===== config.mk =====
export PLATFORM = sky130hd
export DESIGN_NAME = fetch_stage
export DESIGN_NICKNAME = d
export VERILOG_FILES = /design/src/rtl/fetch_stage.sv
export SDC_FILE = /design/constraint.sdc
export NUM_CORES = 1
export LEC_CHECK = 0
export ABC_AREA = 0
export BUFFER_PORTS_ARGS = -buffer_cell sky130_fd_sc_hd__buf_2
export CAP_MARGIN = 25
export CORE_MARGIN = 2
export CORE_UTILIZATION = 50
export CTS_BUF_LIST = sky130_fd_sc_hd__clkbuf_4 sky130_fd_sc_hd__clkbuf_8 sky130_fd_sc_hd__clkbuf_16
export CTS_CLUSTER_DIAMETER = 60
export DETAILED_ROUTE_END_ITERATION = 12
export PLACE_DENSITY = 0.83
export SETUP_SLACK_MARGIN = 0.5
export SYNTH_ARGS = -nofsm -noshare
export SYNTH_HDL_FRONTEND = slang
export SYNTH_SLANG_ARGS = --single-unit

===== constraint.sdc =====
create_clock -name CLK -period 9.04 [get_ports CLK]
set_clock_uncertainty 0.2 [all_clocks]
set_input_delay 1.808 -clock CLK [delete_from_list [all_inputs] [get_ports CLK]]
set_output_delay 1.808 -clock CLK [all_outputs]
set_load 0.02 [all_outputs]

===== src/rtl/fetch_stage.sv =====
`default_nettype none
// ============================================================================
//  Module      : fetch_stage
//  Description : Instruction fetch stage. Owns the PC, drives the
//                instruction-memory read handshake and buffers fetched words
//                in a small FIFO feeding the fetch/decode pipeline register.
//                Handles branch/jump redirects (including squashing a read
//                that is already in flight) and stops fetching on halt.
//  Ports       : CLK, RST            clock / synchronous active-high reset
//                imemREN, imemaddr   read request and word-aligned address
//                ihit, imemload      memory response and returned word
//                redirect, redirect_pc  taken branch/jump and its target
//                halt                HALT decoded, stop fetching until reset
//                EN                  fetch/decode enable, pops buffer head
//                fetch_imemload, fetch_pc_4, fetch_valid  buffer head view
//  Revision    : 1.0 - initial release
// ============================================================================
module fetch_stage #(
  parameter logic [31:0] PC_INIT   = 32'h0000_0000,
  parameter int          BUF_DEPTH = 2
) (
  input  logic        CLK,
  input  logic        RST,
  output logic        imemREN,
  output logic [31:0] imemaddr,
  input  logic        ihit,
  input  logic [31:0] imemload,
  input  logic        redirect,
  input  logic [31:0] redirect_pc,
  input  logic        halt,
  input  logic        EN,
  output logic [31:0] fetch_imemload,
  output logic [31:0] fetch_pc_4,
  output logic        fetch_valid
);

  localparam int PW = $clog2(BUF_DEPTH);
  localparam int CW = PW + 1;
  localparam logic [CW-1:0] C_DEPTH = CW'(BUF_DEPTH);

  typedef enum logic [1:0] {
    RUN    = 2'd0,
    SQUASH = 2'd1,
    HALTED = 2'd2
  } state_t;

  state_t          state_q, state_d;
  logic [31:0]     pc_q, pc_d;
  logic [31:0]     sq_addr_q, sq_addr_d;
  logic [CW-1:0]   count_q, count_d;
  logic [PW-1:0]   rd_ptr_q, rd_ptr_d;
  logic [PW-1:0]   wr_ptr_q, wr_ptr_d;
  logic            halt_pend_q, halt_pend_d;

  logic [31:0]     buf_instr_q [BUF_DEPTH];
  logic [31:0]     buf_pc4_q   [BUF_DEPTH];

  logic            push;
  logic            pop;

  // Request/address depend on state only, so the memory sees a stable request.
  always_comb begin
    imemREN  = ((state_q == RUN) && (count_q < C_DEPTH)) || (state_q == SQUASH);
    imemaddr = (state_q == SQUASH) ? sq_addr_q : pc_q;
  end

  assign fetch_valid    = (count_q != '0);
  assign fetch_imemload = fetch_valid ? buf_instr_q[rd_ptr_q] : 32'h0;
  assign fetch_pc_4     = fetch_valid ? buf_pc4_q[rd_ptr_q]   : 32'h0;

  always_comb begin
    state_d     = state_q;
    pc_d        = pc_q;
    sq_addr_d   = sq_addr_q;
    count_d     = count_q;
    rd_ptr_d    = rd_ptr_q;
    wr_ptr_d    = wr_ptr_q;
    halt_pend_d = halt_pend_q;
    push        = 1'b0;
    pop         = 1'b0;

    case (state_q)
      RUN: begin
        if (redirect) begin
          count_d  = '0;
          rd_ptr_d = '0;
          wr_ptr_d = '0;
          pc_d     = redirect_pc & ~32'h3;
          // A read that has not returned yet must be drained before the
          // memory can be pointed at the new target.
          if (imemREN && !ihit) begin
            sq_addr_d = pc_q;
            state_d   = SQUASH;
          end
        end else if (halt) begin
          count_d  = '0;
          rd_ptr_d = '0;
          wr_ptr_d = '0;
          if (imemREN && !ihit) begin
            sq_addr_d   = pc_q;
            halt_pend_d = 1'b1;
            state_d     = SQUASH;
          end else begin
            state_d = HALTED;
          end
        end else begin
          pop  = EN && fetch_valid;
          // A full buffer only takes a word when the head leaves this cycle.
          push = ihit && ((count_q < C_DEPTH) || pop);
          if (push) begin
            pc_d     = pc_q + 32'd4;
            wr_ptr_d = wr_ptr_q + 1'b1;
          end
          if (pop) begin
            rd_ptr_d = rd_ptr_q + 1'b1;
          end
          count_d = count_q + CW'(push) - CW'(pop);
        end
      end

      SQUASH: begin
        if (redirect) begin
          pc_d     = redirect_pc & ~32'h3;
          count_d  = '0;
          rd_ptr_d = '0;
          wr_ptr_d = '0;
        end else if (halt) begin
          halt_pend_d = 1'b1;
        end
        // The returned word belongs to the abandoned path and is dropped.
        if (ihit) begin
          state_d = halt_pend_d ? HALTED : RUN;
        end
      end

      HALTED: begin
        count_d  = '0;
        rd_ptr_d = '0;
        wr_ptr_d = '0;
      end

      default: begin
        state_d = RUN;
      end
    endcase
  end

  always_ff @(posedge CLK) begin
    if (RST) begin
      state_q     <= RUN;
      pc_q        <= PC_INIT;
      sq_addr_q   <= PC_INIT;
      count_q     <= '0;
      rd_ptr_q    <= '0;
      wr_ptr_q    <= '0;
      halt_pend_q <= 1'b0;
    end else begin
      state_q     <= state_d;
      pc_q        <= pc_d;
      sq_addr_q   <= sq_addr_d;
      count_q     <= count_d;
      rd_ptr_q    <= rd_ptr_d;
      wr_ptr_q    <= wr_ptr_d;
      halt_pend_q <= halt_pend_d;
    end
  end

  // Storage needs no reset: entries are only observed while counted valid.
  always_ff @(posedge CLK) begin
    if (!RST && push) begin
      buf_instr_q[wr_ptr_q] <= imemload;
      buf_pc4_q[wr_ptr_q]   <= pc_q + 32'd4;
    end
  end

endmodule
`default_nettype wire


==> results by group <==
Yosys
  – Seq/Total Area, Yosys: 56.6%
  – Number of library cell types mapped by synthesis: 60
  – Synthesized area per cell: 10.8 um^2
  – Largest cells by area after synthesis: edfxtp_1, dfxtp_1, mux2i_1
  – Most frequent cells after synthesis: edfxtp_1, nand2_1, nor2_1
  – Fraction of registers with async set/reset: 0%
  – Flops & latches, synth: 192
  – Post-synth EDFFs: 124
  – Ys flop type: edfxtp_1
  – Cell Area, Synth: 8980 um^2
  – Top-area cell type share of the netlist area: 41.4%
  – Post-synth top area cell: edfxtp_1
  – Cells after Synth: 828
  – Most common cell in the netlist: edfxtp_1
  – Synth warn: 0

Min path
  – HP Start: sq_addr_q[4]$_SDFFE_PP0P_
  – HP Class: reg -> reg

Critical path
  – Worst-path fanout max: 40
  – Crit path DAT: 2.19 ns
  – Cells along the critical path: inv_1 > ha_1 > buf_4 > mux2_2 > buf_2
  – Critical path data required time: 7.03 ns
  – CP Capture Type: output port
  – RR Startpoint: state_q[1]$_SDFFE_PP0P_
  – Critical path's largest stage delay: 0.46 ns
  – WP buf/inv: 3
  – Slowest stage cell, crit path: buf_4
  – Crit Path Category: reg -> out
  – Crit path max-delay family: buffers and inverters
  – Worst setup SP type: flop
  – Worst Setup SP: state_q[1]$_SDFFE_PP0P_

Route
  – First-pass DRT Iterations: 5
  – Drt total wl: 19.9 mm
  – DRC: 0
  – Avg Vias per Cell: 5.51
  – Wirelength per Cell: 16.8 um
  – Vias: 6548
  – DRT antenna net count: 0
  – Iteration-0 DRC Markers: 527

Layout
  – Area Overhead vs Synth: 15.9%
  – Final #Nets: 1023
  – Ant diodes: 0
  – Share of cells above drive strength 1: 26.1%

Clocking
  – Clock insertion delay at the later pin of the skew report: 0.43 ns
  – CTS buffer count: 17
  – CTS tree: built
  – Post-CTS Resized: 0
  – Worst-path clk slew: 0.07 ns
  – Number of setup buffers added after CTS: 0
  – Htree depth: 4
  – Clock sink total: 192
  – Root buf cell: clkbuf_16
  – Hold-fix buffers, CTS: 0
  – CTS max path bufs: 2

Global routing
  – First-pass GRT wire length: 31.2 mm
  – Antenna violations before repair: 0
  – Total congestion overflow: 0
  – Largest net degree at the start of global routing: 74
  – Vias in the first global route: 6032
  – Total GRT Usage: 20.4%

Floorplanning
  – Die area: 19100 um^2
  – Die Ht: 138 um
  – Num ports: 168
  – Initial Utilization: 50.5%
  – Rows: 49
  – Core region area: 17800 um^2
  – Die W: 138 um

Placed design
  – Routability cong.: 0.831
  – IO Port Bufs: 161
  – Pre-CTS setup slack: 4.77 ns
  – DP HPWL: 13.0 mm

STA
  – Crit path time final: 4.20 ns
  – Slew @ Worst Pin: 0.907 ns
  – Final Hold Fails: 0
  – RSZ-0062 raised after global routing: no
  – Setup TNS: 0 ns
  – Fmax achieved: 238 MHz
  – Worst slew margin: 39.5%
  – # setup viols final: 0
  – Final WS setup: 4.84 ns
  – Final critical-path share of the clock period: 46.4%
  – Final slew viol count: 0

Pwr
  – Pwr dens: 234 nW/um^2
  – Static Leak: 3.95 nW
  – Peak VDD IR: 0.163 mV

Run
  – Max Cap Violations: 0

Run status
  – Status: finished clean
-- layer usage --
layer / vias to the layer above / global-route usage (%) / part of all wire, % / routed length [um]
li1: 3186 / - / - / -
met1: 3091 / 29.1 / 46 / 9120
met2: 249 / 32.1 / 46 / 9220
met3: 22 / 3.78 / 6.5 / 1300
met4: 0 / 5.96 / 1.4 / 288
met5: - / 0 / 0 / 0
-- logic make-up (layout without fill, tap and decap cells) --
kind of cell | Yosys count | in the layout | share of synthesized area, %
AOI/OAI and AO/OA | 130 | 130 | 8.69
DFF | 192 | 192 | 56.6
muxes | 90 | 90 | 10.4
other | 1 | 4 | 0.0417
xor gates and xnor gates | 29 | 29 | 2.83
buffers and inverters | 82 | 211 | 4.89
and+or+nand+nor | 298 | 298 | 15.7
adders and majority gates | 6 | 6 | 0.836
-- final timing paths --
| path | to | slack [ns] | depth (start not counted) |
|---|---|---|---|
| worst max-delay path | imemaddr[20] | 4.84 | 5 |
| worst min-delay path | sq_addr_q[4]$_SDFFE_PP0P_ | 0.25 | 2 |
| worst max register to register | pc_q[30]$_SDFFE_PP0P_ | 5.53 | 8 |
| worst min register to register | sq_addr_q[4]$_SDFFE_PP0P_ | 0.25 | 2 |
-- area by class of cell --
type	instances	area, um^2
Tap cell	229	287
Sequential cell	192	5090
Timing Repair Buffer	171	921
Fill cell	1508	7360
Inverter	8	30.0
Clock inverter	13	111
Clock buffer	19	464
Multi-Input combinational cell	557	3510
-- stage by stage --
| stage | hold WS (ns) | util, % | instances | area (um^2) | power, mW |
|---|---|---|---|---|---|
| final | 0.253 | 58.6 | 1189 | 10400 | 2.44 |
| after global routing | 0.268 | 58.6 | 1189 | 10400 | 2.55 |
| after CTS | 0.257 | 58.4 | 1188 | 10400 | 2.45 |
| after detailed placement | 0.247 | 55.2 | 1156 | 9810 | 1.72 |
| after global placement | 0.238 | 55.0 | 1155 | 9790 | 1.69 |
| after floorplan | 0.232 | - | 831 | 9010 | 1.56 |
-- cell usage in the layout (no fill, tap or decap), types with 5 or more instances in the layout --
master / Yosys / routed
mux2_2: 28 / 28
xnor2_1: 18 / 18
inv_1: 8 / 8
a21oi_1: 58 / 58
and3_1: 9 / 9
ha_1: 6 / 6
a22oi_1: 9 / 9
buf_4: 7 / 8
nand3_1: 22 / 22
nand2_1: 109 / 109
mux2i_1: 62 / 62
o21ai_0: 20 / 20
or3_1: 8 / 8
buf_2: 7 / 161
clkbuf_16: 0 / 18
nor2_1: 95 / 94
edfxtp_1: 124 / 124
xor2_1: 11 / 11
nor3_1: 5 / 5
dfxtp_1: 68 / 67
nand4_1: 11 / 11
a31oi_1: 16 / 15
-- report_power, final --
part	internal [mW]	switching, mW
Combinational	0.234	0.373
Clock	0.386	0.344
Sequential	1.01	0.0938
-- registers in the layout, summed over array words and instances, names as in the netlist, named ones only --
register	cells
rd_ptr_q	1
buf_pc4_q	60
sq_addr_q	30
halt_pend_q	1
buf_instr_q	64
pc_q	30
state_q	2
wr_ptr_q	1
count_q	2
-- worst register-to-register path, delay by kind of cell, from the launching register on --
family / cells / cell delay (ns)
DFF: 1 / 0.33
adders and majority gates: 1 / 0.28
buffers and inverters: 2 / 0.58
and+or+nand+nor: 2 / 0.91
AOI/OAI and AO/OA: 3 / 1.15
Power figures use the tool's default switching activity.
